File: config.mk
export PLATFORM = sky130hd
export DESIGN_NAME = serial_receiver
export DESIGN_NICKNAME = d
export VERILOG_FILES = /design/src/rtl/serial_receiver.sv
export SDC_FILE = /design/constraint.sdc
export NUM_CORES = 1
export LEC_CHECK = 0
export ABC_CLOCK_PERIOD_IN_PS = 1350
export CORE_MARGIN = 2
export CORE_UTILIZATION = 47
export CTS_BUF_LIST = sky130_fd_sc_hd__clkbuf_4 sky130_fd_sc_hd__clkbuf_8 sky130_fd_sc_hd__clkbuf_16
export CTS_CLUSTER_SIZE = 14
export DETAILED_ROUTE_END_ITERATION = 16
export PLACE_DENSITY = 0.74
export SLEW_MARGIN = 20
export SYNTH_ARGS = -nofsm -noshare
export SYNTH_HDL_FRONTEND = slang
export SYNTH_SLANG_ARGS = --single-unit
File: constraint.sdc
create_clock -name clock -period 1.35 [get_ports clock]
set_input_delay 0.2025 -clock clock [delete_from_list [all_inputs] [get_ports clock]]
set_output_delay 0.2025 -clock clock [all_outputs]
set_load 0.01 [all_outputs]
File: src/rtl/serial_receiver.sv
// serial_receiver: start/data/stop frame receiver driven by an external bit strobe.
//
// Ports:
//   clock     - single clock; all state changes on the rising edge
//   reset     - asynchronous, active-low reset
//   serialIn  - serial line, idles high
//   step      - bit strobe; serialIn is sampled only on edges where step=1
//   ack       - consumer acknowledge; clears valid
//   clrErr    - clears the sticky frameErr/overrun flags
//   outData   - last good received word
//   valid     - outData holds an unacknowledged word
//   busy      - receiver is inside a frame (DATA or STOP)
//   frameErr  - sticky: a stop bit was sampled low
//   overrun   - sticky: a word was overwritten before it was acknowledged
//
// Parameters:
//   WIDTH     - data bits per frame (2..16)
//   LSB_FIRST - 1: first data bit lands in outData[0]; 0: in outData[WIDTH-1]
module serial_receiver #(
  parameter int WIDTH     = 4,
  parameter bit LSB_FIRST = 1'b1
) (
  input  logic             clock,
  input  logic             reset,
  input  logic             serialIn,
  input  logic             step,
  input  logic             ack,
  input  logic             clrErr,
  output logic [WIDTH-1:0] outData,
  output logic             valid,
  output logic             busy,
  output logic             frameErr,
  output logic             overrun
);

  // Counter only has to reach WIDTH-1; it is cleared on entry to STOP so it never wraps.
  localparam int CW = (WIDTH > 2) ? $clog2(WIDTH) : 1;
  localparam logic [CW-1:0] LAST_BIT = CW'(WIDTH - 1);

  typedef enum logic [1:0] {
    IDLE = 2'd0,
    DATA = 2'd1,
    STOP = 2'd2
  } state_t;

  state_t           state_r, state_s;
  logic [CW-1:0]    cnt_r, cnt_s;
  logic [WIDTH-1:0] shift_r, shift_s;
  logic             load_s;
  logic             ferr_evt_s;

  // Insert one bit so that after WIDTH shifts the first bit sits at the
  // chosen end of the word.
  function automatic logic [WIDTH-1:0] shift_in(input logic [WIDTH-1:0] cur,
                                                 input logic            bit_in);
    logic [WIDTH-1:0] res;
    if (LSB_FIRST) begin
      res = {bit_in, cur[WIDTH-1:1]};
    end else begin
      res = {cur[WIDTH-2:0], bit_in};
    end
    return res;
  endfunction

  // Next-state, bit counter, shift register and load/error event decode.
  always_comb begin
    state_s    = state_r;
    cnt_s      = cnt_r;
    shift_s    = shift_r;
    load_s     = 1'b0;
    ferr_evt_s = 1'b0;
    if (step) begin
      case (state_r)
        IDLE: begin
          if (!serialIn) begin
            state_s = DATA;
            cnt_s   = '0;
          end else begin
            state_s = IDLE;
          end
        end
        DATA: begin
          shift_s = shift_in(shift_r, serialIn);
          if (cnt_r == LAST_BIT) begin
            state_s = STOP;
            cnt_s   = '0;
          end else begin
            cnt_s = cnt_r + CW'(1);
          end
        end
        STOP: begin
          state_s = IDLE;
          if (serialIn) begin
            load_s = 1'b1;
          end else begin
            ferr_evt_s = 1'b1;
          end
        end
        default: begin
          state_s = IDLE;
          cnt_s   = '0;
        end
      endcase
    end else begin
      state_s = state_r;
    end
  end

  // Frame FSM state, bit counter and shift register.
  always_ff @(posedge clock or negedge reset) begin
    if (!reset) begin
      state_r <= IDLE;
      cnt_r   <= '0;
      shift_r <= '0;
    end else begin
      state_r <= state_s;
      cnt_r   <= cnt_s;
      shift_r <= shift_s;
    end
  end

  // Output word, valid handshake and sticky error flags; events beat clears.
  always_ff @(posedge clock or negedge reset) begin
    if (!reset) begin
      outData  <= '0;
      valid    <= 1'b0;
      frameErr <= 1'b0;
      overrun  <= 1'b0;
    end else begin
      if (load_s) begin
        outData <= shift_r;
      end
      if (load_s) begin
        valid <= 1'b1;
      end else if (ack) begin
        valid <= 1'b0;
      end
      // A load acknowledged on the same edge is not an overrun.
      if (load_s && valid && !ack) begin
        overrun <= 1'b1;
      end else if (clrErr) begin
        overrun <= 1'b0;
      end
      if (ferr_evt_s) begin
        frameErr <= 1'b1;
      end else if (clrErr) begin
        frameErr <= 1'b0;
      end
    end
  end

  assign busy = (state_r != IDLE);

endmodule

[Word level (Yosys, flattened, before mapping)]
Cells that the tools add are included.
Word-level totals
  register bits after elaboration: 15
  bits of input ports: 6
Operators by class
  add/subtract/negate cells: 1
  eq/ne operators: 5
  mux-type cells: 17
  bitwise logic cells: 1
  reduce and logical (&&, ||, !) cells: 11
Operators by type and width (count)
  1-bit 2-to-1 mux: 12
  2-bit nonzero test: 4
  2-bit 2-to-1 mux: 3
  2-bit case mux with 3 select lines: 1
  2-bit equality test (second input constant): 2
  2-bit inequality test (second input constant): 2
  2-bit case mux with 2 select lines: 1
  2-bit AND reduction: 2
  3-bit AND reduction: 1
  2-bit by 1-bit adder with 2-bit output (second input constant): 1
  2-bit by 1-bit equality test with 1-bit output (second input constant): 1
  1-bit logical AND: 2
  2-bit zero test: 1
  1-bit zero test: 1
  1-bit NOT: 1

[Longest topological paths before layout]
  depth after elaboration: 6
  depth in mapped cells: 4
  gate-level depth less buffers: 4

[Worst setup path after synthesis]
OpenSTA, ideal clock, no wires.
  path type: register to register
  start point: register state_r[0]
  end point: register outData[0]
  library setup time: 0.125 ns
  arrival time: 1.014 ns
  data required time: 1.225 ns
  slack: 0.211 ns
  cell stages (with the launch flop): 4
  path buffers: 1
  clock period less this slack: 1.139 ns
  cell sequence: dfrtp_1 buf_6 nand4b_4 mux2_4
On the way
  word-level cells in the longest chain between the ends: 3
Ends and longest elaborated chain
  from (decl): line 46  | state_t state_r, state_s;
  from (signal assigned): line 116  | state_r <= state_s;
  2-bit equality test: line 73  | case (state_r)
  1-bit 2-to-1 mux: line 73
  1-bit 2-to-1 mux: line 72  | if (step) begin
  to (signal assigned): line 131  | outData <= shift_r;
  to (decl): line 29  | output logic [WIDTH-1:0] outData,
Every way passes these cells.
A chain may end at the register's enable or synchronous reset.

[Worst setup path in the final report]
  start point: register state_r[0]
  end point: output busy
On the way
  word-level cells in the longest chain between the ends: 1
Ends and longest elaborated chain
  2-bit nonzero test: line 152  | assign busy = (state_r != IDLE);
  to (decl): line 31  | output logic busy,
Every way passes these cells.

==> flow_summary_export.csv <==
group,metric,value,unit
cts,clk_path_buf_depth,2,
floorplan,row_count,13,
run_status,status,"complete, no violations",
synth,synth_top_area_cell,"dfrtp_1",
cts,clock_latency,280,ps
floorplan,start_util,0.504,
critical_path,ff2ff_path_depth,3,
floorplan,pin_count,14,
run,drv_cap,0,
critical_path,arrival,1080,ps
synth,ys_ff_latch,15,
global_routing,grt_antenna_before_repair,0,
synth,ys_seq_area_frac,0.565,
critical_path,critPathSlowestCell,"dfrtp_1",
critical_path,worstPathRequired,1150,ps
drt,vias_per_cell,5.27,
power,power,1.48,mW
sta,layout_setup_ws,68.2,ps
cts,cts_buffers,3,
synth,synth_top_area_share,0.565,
placed_design,dp_hpwl,886,um
synth,yosys-top-cells-count,"15 x dfrtp_1, 4 x inv_1, 4 x mux2_2, 4 x mux2_4, 3 x o21ai_0",
synth,synth_flop_cell,"dfrtp_1",
global_routing,grt_pass1_wl,1990,um
sta,worst_pin_slew,318,ps
critical_path,crit_fanout,2,
drt,drcViolationCount,0,
sta,skew,5.10,ps
synth,syn_inst,48,
critical_path,worstSetupPathType,"reg2out",
synth,syn_area,664,um2
sta,final.setup.tns,0,ps
cts,cts.sinks,15,
cts,cts_tree,"yes",
critical_path,path_cells,"or2_2 -> buf_2",
cts,clkTransAtPathRegs,90,ps
sta,rsz0062_at_grt,"false",
layout,drive_above_1_share,0.329,
drt,ant_nets,0,
layout,seq_area,375,um2
layout,syn_to_final_growth,29.9,%
global_routing,grt_pass1_vias,488,
layout,instances_no_fill,85,
critical_path,crit_buf_inv,1,
placed_design,gp_congestion,0.715,
critical_path,worst_setup_path_start_kind,"register",
layout,multi_input_area,258,um2
synth,synth_edf_count,0,
sta,fin_crit_sh,0.950,
drt,totalWireLength,1100,um
global_routing,grt-ovfl-total,0,
layout,diodes,0,
placed_design,port_buffers,13,
critical_path,critical-path-top-delay-family,"flip-flops",
drt,routedWlPerCell,12.9,um
floorplan,die_h,41.6,um
global_routing,grt_max_degree,16,
power,p_per_area,1710,nW/um2
cts,cts.repair.resized,11,
drt,num_vias,448,
critical_path,slowest_delay,380,ps
cts,cts_hold_buf,0,
layout,finalNetCount,78,
power,power_leakage,0.470,nW
power,ir_worst_vdd,0.968,mV
cts,post_cts_buffers,0,
drt,dr.pass1.iters,2,
critical_path,rr_startpoint,"state_r[0]",
layout,fill_cells,108,
synth,synthTopCellsByArea,"dfrtp_1 56%, mux2_4 9.0%, mux2_2 6.8%, nand4b_4 3.6%, nand3b_4 3.0%",
layout,utilization,0.655,
sta,finalHoldViolations,0,
placed_design,pre_cts_ws,-112,ps
critical_path,reg2reg_slack,120,ps
sta,post-route-min-period,1280,ps
hold_path,hp-class,"in2async",
sta,fmax,780,MHz
cts,h-tree-depth,1,
floorplan,coreArea,1320,um2
synth,async_flop_share,1.00,
sta,hold_slack,223,ps
synth,synth_nets,55,
sta,finalSetupViolations,0,
synth,postSynthAreaPerCell,13.8,um2
floorplan,die_w,41.6,um
placed_design,place_inst,81,
critical_path,endpoint_kind,"primary output",
synth,yosys_warnings,0,
cts,root_buffer,"clkbuf_4",
sta,finalMaxSlewViolations,0,
drt,drt_iter0_drc,1,
layout,fin_area,863,um2
global_routing,track_usage,0.151,
placed_design,placed_area,850,um2
floorplan,design.die.area,1730,um2
synth,yosysMostFrequentCell,"dfrtp_1",
synth,ys_types,20,
critical_path,timing.rr.end,"outData[0]",
sta,maxSlewHeadroom,0.785,
layout make-up:
type                            count  share of cell area
Clock inverter                      1             0.00580
Tap cell                           15              0.0217
Timing Repair Buffer               20               0.196
Clock buffer                        3              0.0261
Inverter                            4              0.0174
Sequential cell                    15               0.435
Multi-Input combinational cell     27               0.299
worst register-to-register path: cells and delay by family (launching register included):
family / cells / cell delay [ps]
buffers and inverters: 1 / 160
DFF: 1 / 380
muxes: 1 / 330
and+or+nand+nor: 1 / 240
worst max path at each step:
stage                          start         end  slack (ps)  depth (start not counted)
after floorplan           state_r[0]  outData[0]         210                          3
after global placement          step  outData[0]         -90                          3
after global routing      state_r[0]        busy          20                          2
final                     state_r[0]        busy          70                          2
after detailed placement        step  outData[0]        -110                          3
after CTS                 state_r[0]        busy          50                          2
cells in the final DEF (no fill, tap or decap):
cell / n
buf_4: 7
dfrtp_1: 15
nand2b_1: 2
o21ai_0: 3
nor3_1: 1
nand3b_4: 1
buf_2: 1
o41ai_1: 2
o22ai_1: 1
nand4_1: 1
mux2_2: 4
a21o_1: 1
inv_1: 4
clkinv_2: 1
nand2_1: 2
ha_1: 1
dlygate4sd2_1: 7
nor2_1: 1
mux2_4: 4
or2_2: 1
a22o_1: 1
clkdlybuf4s50_1: 5
clkbuf_4: 3
nand4b_4: 1
routing by layer:
layer,GRT usage,part of all wire,vias to the layer above
met3,0.0435,0.036,2
met1,0.175,0.44,224
li1,-,-,213
met5,0,0,-
met2,0.263,0.50,9
met4,0.0581,0.015,0
cells by family after synthesis:
logic type | share of synthesized area
flops | 0.565
simple gates | 0.128
compound gates | 0.0829
mux | 0.158
buf+inv | 0.0471
fa+ha+maj | 0.0188
sequential cells by signal, indices dropped and copies added (netlist names):
signal,count
overrun,1
state_r,2
shift_r,4
outData,4
cnt_r,2
valid,1
frameErr,1
power by group:
group / internal, mW / total, mW / switching, mW
sequential: 0.603 / 0.692 / 0.0897
clock: 0.110 / 0.248 / 0.139
combinational: 0.317 / 0.537 / 0.220
total: 1.03 / 1.48 / 0.448
Note: power is estimated with default switching activity, not from simulation.
